===== src/rtl/serial_subtractor.sv =====
// Bit-serial unsigned subtractor: A - B - B_in, LSB first, one bit per clock,
// with valid/ready handshakes on operand and result sides.
module serial_subtractor #(
    parameter int unsigned WIDTH = 8
) (
    input  logic             clk,
    input  logic             rst_n,
    input  logic             in_valid,
    output logic             in_ready,
    input  logic [WIDTH-1:0] A,
    input  logic [WIDTH-1:0] B,
    input  logic             B_in,
    output logic             out_valid,
    input  logic             out_ready,
    output logic [WIDTH-1:0] Diff,
    output logic             B_out
);

    localparam int unsigned CW = (WIDTH > 1) ? $clog2(WIDTH) : 1;

    typedef enum logic [1:0] {
        IDLE,
        RUN,
        DONE
    } state_t;

    state_t           state_q, state_d;
    logic [WIDTH-1:0] a_q, a_d;
    logic [WIDTH-1:0] b_q, b_d;
    logic [WIDTH-1:0] diff_q, diff_d;
    logic             br_q, br_d;
    logic             bout_q, bout_d;
    logic [CW-1:0]    cnt_q, cnt_d;

    logic bit_a;
    logic bit_b;
    logic d_bit;
    logic br_next;
    logic last_bit;

    // Full-subtractor slice on the current LSBs and the registered borrow.
    always_comb begin
        bit_a    = a_q[0];
        bit_b    = b_q[0];
        d_bit    = bit_a ^ bit_b ^ br_q;
        br_next  = (~bit_a & bit_b) | (~bit_a & br_q) | (bit_b & br_q);
        last_bit = (cnt_q == CW'(WIDTH - 1));
    end

    always_comb begin
        state_d = state_q;
        a_d     = a_q;
        b_d     = b_q;
        diff_d  = diff_q;
        br_d    = br_q;
        bout_d  = bout_q;
        cnt_d   = cnt_q;

        case (state_q)
            IDLE: begin
                if (in_valid) begin
                    a_d     = A;
                    b_d     = B;
                    br_d    = B_in;
                    cnt_d   = '0;
                    state_d = RUN;
                end
            end
            RUN: begin
                // Result bits enter at the MSB so bit 0 lands in place after WIDTH shifts.
                diff_d = {d_bit, diff_q[WIDTH-1:1]};
                a_d    = {1'b0, a_q[WIDTH-1:1]};
                b_d    = {1'b0, b_q[WIDTH-1:1]};
                br_d   = br_next;
                cnt_d  = cnt_q + CW'(1);
                if (last_bit) begin
                    bout_d  = br_next;
                    state_d = DONE;
                end
            end
            DONE: begin
                if (out_ready) begin
                    state_d = IDLE;
                end
            end
            default: begin
                state_d = IDLE;
            end
        endcase
    end

    always_ff @(posedge clk or negedge rst_n) begin
        if (!rst_n) begin
            state_q <= IDLE;
            a_q     <= '0;
            b_q     <= '0;
            diff_q  <= '0;
            br_q    <= 1'b0;
            bout_q  <= 1'b0;
            cnt_q   <= '0;
        end else begin
            state_q <= state_d;
            a_q     <= a_d;
            b_q     <= b_d;
            diff_q  <= diff_d;
            br_q    <= br_d;
            bout_q  <= bout_d;
            cnt_q   <= cnt_d;
        end
    end

    assign in_ready  = (state_q == IDLE);
    assign out_valid = (state_q == DONE);
    assign Diff      = diff_q;
    assign B_out     = bout_q;

endmodule

===== config.mk =====
export PLATFORM = sky130hd
export DESIGN_NAME = serial_subtractor
export DESIGN_NICKNAME = d
export VERILOG_FILES = /design/src/rtl/serial_subtractor.sv
export SDC_FILE = /design/constraint.sdc
export NUM_CORES = 1
export LEC_CHECK = 0
export BUFFER_PORTS_ARGS = -buffer_cell sky130_fd_sc_hd__buf_2
export CORE_MARGIN = 5
export CORE_UTILIZATION = 55
export DETAILED_ROUTE_END_ITERATION = 10
export PLACE_DENSITY = 0.8
export REMOVE_ABC_BUFFERS = 1
export SETUP_SLACK_MARGIN = 0.5
export SKIP_CTS_REPAIR_TIMING = 1
export SLEW_MARGIN = 10
export SYNTH_ARGS = -nofsm -noshare
export SYNTH_HDL_FRONTEND = slang
export SYNTH_SLANG_ARGS = --single-unit

===== constraint.sdc =====
create_clock -name clk -period 4 [get_ports clk]
set_input_delay 0.4 -clock clk [delete_from_list [all_inputs] [get_ports clk]]
set_output_delay 0.4 -clock clk [all_outputs]
set_load 0.01 [all_outputs]

[Word-level counts from Yosys, hierarchy flattened]
Index checks and enable logic that the tools add are counted.
Operators by class
  multiplexer cells: 12
  shift operators: 0
  add/sub/neg operators: 1
  reductions and logical operators: 5
  bitwise operators: 8
  equal/unequal tests: 6
  multipliers: 0
  $lt $le $gt $ge: 0
  div/mod/pow operators: 0
Operators with widths (number)
  $pmux W8 S2: 2
  $mux W8: 2
  $mux W2: 3
  $pmux W2 S3: 1
  $pmux W3 S2: 1
  $ne A2 B2 Y1 const B: 2
  $reduce_and A2 Y1: 2
  $add A3 B1 Y3 const B: 1
  $and A1 B1 Y1: 3
  $eq A3 B3 Y1 const B: 1
  $mux W3: 1
  $reduce_and A3 Y1: 1
  $eq A2 B1 Y1 const B: 1
  $eq A2 B2 Y1 const B: 1
  $logic_not A2 Y1: 1
  $ne A2 B1 Y1 const B: 1
  $or A1 B1 Y1: 2
  $pmux W1 S2: 1
  $reduce_bool A2 Y1: 1
  $xor A1 B1 Y1: 2
  $mux W1: 1
  $not A1 Y1: 1
Storage, ports and cells
  input port bits: 21
  logic and storage cells: 39
  ROM bits: 0
  bits in latches: 0
  output and inout bits: 11
  flip-flop bits (word level): 31
  memories: 0
  bits in writable memories: 0

[Logic depth before layout (Yosys ltp)]
  depth in word-level cells: 5
  mapped depth: 4

[Least setup slack after synthesis]
Ideal clock, no wire load.
  kind: flip-flop to flip-flop
  start point: register state_q[1]
  end point: register a_q[6]
  data arrival time: 1.160 ns
  setup slack: 2.718 ns
  cell stages (with the launch flop): 4
  data required time: 3.877 ns
  clock period less this slack: 1.282 ns
  cell sequence: dfrtp_1 > buf_2 > or4b_1 > o221a_2
On the way
  word-level cells in the longest chain between the ends: 3
Ends and longest elaborated chain
  from (decl): line 27  | state_t state_q, state_d;
  from (signal assigned): line 102  | state_q <= state_d;
  $eq A2 B1 Y1 / $logic_not A2 Y1 (equally long branches): line 59  | case (state_q)
  $reduce_bool A2 Y1 (no source line) / $ne A2 B2 Y1 (equally long branches)
  $reduce_and A2 Y1 (no source line)
  to (signal assigned): line 95  | a_q <= '0;
  to (signal assigned): line 103  | a_q <= a_d;
  to (decl): line 28  | logic [WIDTH-1:0] a_q, a_d;
Several ways; a longest one is shown, not always the timed one.
A chain may end at the register's enable or synchronous reset.

[Worst setup path after layout]
  start point: register state_q[0]
  end point: output port out_valid
On the way
  word-level cells in the longest chain between the ends: 1
Ends and longest elaborated chain
  $eq A2 B2 Y1: line 113  | assign out_valid = (state_q == DONE);
  to (decl): line 13  | output logic out_valid,
Every way passes these cells.

==> metrics.md <==
| Metric | Value |
|---|---|
| Critical Path Max Stage Delay | 0.91 ns |
| Initial antenna violation count | 0 |
| Buf/Inv on CP | 2 |
| Total negative slack | 0 ns |
| Worst R2R Start | state_q[0]$_DFFE_PN0P_ |
| Sink Count | 31 |
| Largest family of logic cells by synthesized area | simple AND/OR/NAND/NOR gates |
| Register-to-register path setup slack | 2.00 ns |
| Crit Path Max Fanout | 34 |
| Max transition margin | 0.362 |
| Drt via density | 5.75 |
| P&R area growth vs syn | 14.7% |
| Global-route wire length before repair | 4640 µm |
| Initial DRC Count | 33 |
| Power, Total | 1340 µW |
| Largest net degree at the start of global routing | 35 |
| Core area | 2690 µm² |
| Synth Area in Compound Gates | 0.133 |
| Clk pin slew, worst setup/hold paths | 0.10 ns |
| Vias in the first global route | 1,048 |
| Longest Clk Path Bufs | 2 |
| Latest clock arrival within the worst-skew pair | 0.33 ns |
| Avg Cell Area, Syn | 12.3 µm² |
| Critical path's slowest cell | dfrtp_1 |
| Dpl cells | 174 |
| CTS Root Cell | clkbuf_4 |
| # port buffers | 31 |
| R2R cell count | 2 |
| Period Utilization, post-route | 0.506 |
| TritonCTS clock tree | done |
| Final Net Count | 174 |
| Unrepaired setup endpoints after global routing | no |
| Syn Inst Count | 122 |
| Measured slew at the worst slew-check pin | 0.955 ns |
| Leak pwr | 0.000792 µW |
| Drt first pass iters | 4 |
| Final ANT Viol Nets | 0 |
| Die Ht | 62.3 µm |
| DR vias | 1,046 |
| Final std cells w/o fill | 182 |
| Arrival @ worst endpoint | 1.62 ns |
| Xor/xnor share of the synthesized area | 0 |
| Routed len/inst | 15.2 µm |
| Yosys warning total | 0 |
| Clock Skew | 0.00657 ns |
| CTS buffer count | 5 |
| Grt total ovfl | 0 |
| Detailed Route WL | 2770 µm |
| IO Count | 32 |
| Slew Limit Fails | 0 |
| GR Util All Layers | 0.151 |
| Post-Syn Area | 1500 µm² |
| Maximum clock rate | 494 MHz |
| Tmin final | 2.02 ns |
| Placer congestion estimate | 0.751 |
| Peak supply drop | 536 µV |
| Critical Path Source Type | flop |
| Synth Area in Simple Gates | 0.175 |
| End of the worst register-to-register path | br_q$_DFFE_PN0P_ |
| Hold slack | 0.0926 ns |
| Crit path max-delay family | flip-flops |
| Adder-cell share of the synthesized area | 0.0300 |
| Status | finished, final reports clean |
| Seq/Total Area, Yosys | 0.516 |
| #FFs+latches synth | 31 |
| Top post-synthesis cells by area | dfrtp_1, mux2_2, nor4b_1 |
| Crit-path cells | nand2b_1 > inv_1 > buf_2 |
| DIE WIDTH | 62.3 µm |
| Share of cells above drive strength 1 | 0.364 |
| Final setup fails | 0 |
| Min-delay worst type | primary input to asynchronous set/reset pin |
| Cell taking the most area after synthesis | dfrtp_1 |
| Core Util, Final | 0.641 |
| Die area | 3880 µm² |
| Final hold vios | 0 |
| Final HPWL DP | 1870 µm |
| Max_cap viols | 0 |
| Distinct cells, synth | 27 |
| Starting Density | 0.559 |
| Nature of the critical path endpoint | output port |
| Yosys top cell area share | 0.516 |
| N_diodes | 0 |
| Crit Path Category | flop to output port |
| Mux contribution to synthesized area | 0.0733 |
| DRC viols | 0 |
| Row count | 19 |
| Setup crit start | state_q[0]$_DFFE_PN0P_ |
| Required time worst endpoint | 3.60 ns |
| Power per cell area | 777 nW/µm² |
| Htree depth | 2 |
## sequential cells by signal, summed over array words and instances, names as in the netlist
register  cells
cnt_q         3
br_q          1
B_out         1
a_q           8
state_q       2
b_q           8
Diff          8
## worst max path at each step
stage | slack [ns] | end | cells after the start
2_1_floorplan | 2.29 | Diff[0]$_DFFE_PN0P_ | 2
3_3_place_gp | 2.09 | a_q[6]$_DFFE_PN0P_ | 2
3_5_place_dp | 1.99 | br_q$_DFFE_PN0P_ | 2
4_1_cts | 1.96 | out_valid | 3
5_1_grt | 1.82 | a_q[4]$_DFFE_PN0P_ | 2
6_report | 1.98 | out_valid | 3
## routing by layer
layer | part of all wire | global-route usage | wire, µm
met1 | 0.44 | 0.182 | 1230
met5 | 0 | 0 | 0
met2 | 0.46 | 0.228 | 1280
met3 | 0.074 | 0.0667 | 206
met4 | 0.022 | 0.0716 | 61
## cells by family (layout without fill, tap and decap cells)
logic type,Yosys count,after routing
AND/OR/NAND/NOR,33,33
buffers and inverters,22,51
multiplexers,10,10
adder cells (fa/ha/maj),3,3
AO/OA/AOI/OAI,23,23
flip-flops,31,31
## per-stage QoR
step                      cell area [µm²]  worst slack, ns
after detailed placement             1640             1.99
final                                1720             1.98
after floorplan                      1440             2.29
after CTS                            1720             1.96
after global routing                 1720             1.82
after global placement               1640             2.09
## cell usage after synthesis
cell type  number
nor2b_1         1
nor2_1          1
nor3b_1        10
o221a_2         6
or4b_1          6
a21oi_1         1
nand3b_1        1
clkbuf_1        2
mux2_2          8
mux2i_1         2
buf_6           2
o21ai_0         1
buf_2           6
nor4b_1         9
buf_4           1
a221o_1         1
o21ba_2         1
ha_1            2
a32o_1          1
o21bai_1        1
fa_1            1
a22o_1          2
a211oi_1        9
inv_1          11
dfrtp_1        31
and2_1          1
nand2b_1        4
## layout make-up
class / instances / area [µm²]
Tap cell: 31 / 38.8
Clock inverter: 2 / 35.0
Timing Repair Buffer: 32 / 163
Sequential cell: 31 / 776
Multi-Input combinational cell: 69 / 618
Fill cell: 211 / 963
Inverter: 11 / 41.3
Clock buffer: 6 / 51.3
## cell usage in the layout (no fill, tap or decap), types with 2 or more instances in the layout
cell	count
dfrtp_1	31
buf_2	31
inv_1	11
nor3b_1	10
nor4b_1	9
a211oi_1	9
mux2_2	8
or4b_1	6
o221a_2	6
clkbuf_4	5
nand2b_1	4
mux2i_1	2
a22o_1	2
ha_1	2
## where the power goes
part           switching [µW]  internal [µW]  total [µW]
clock network             107            148         255
logic                     223            278         501
registers                 117            466         583
Power figures use the tool's default switching activity.
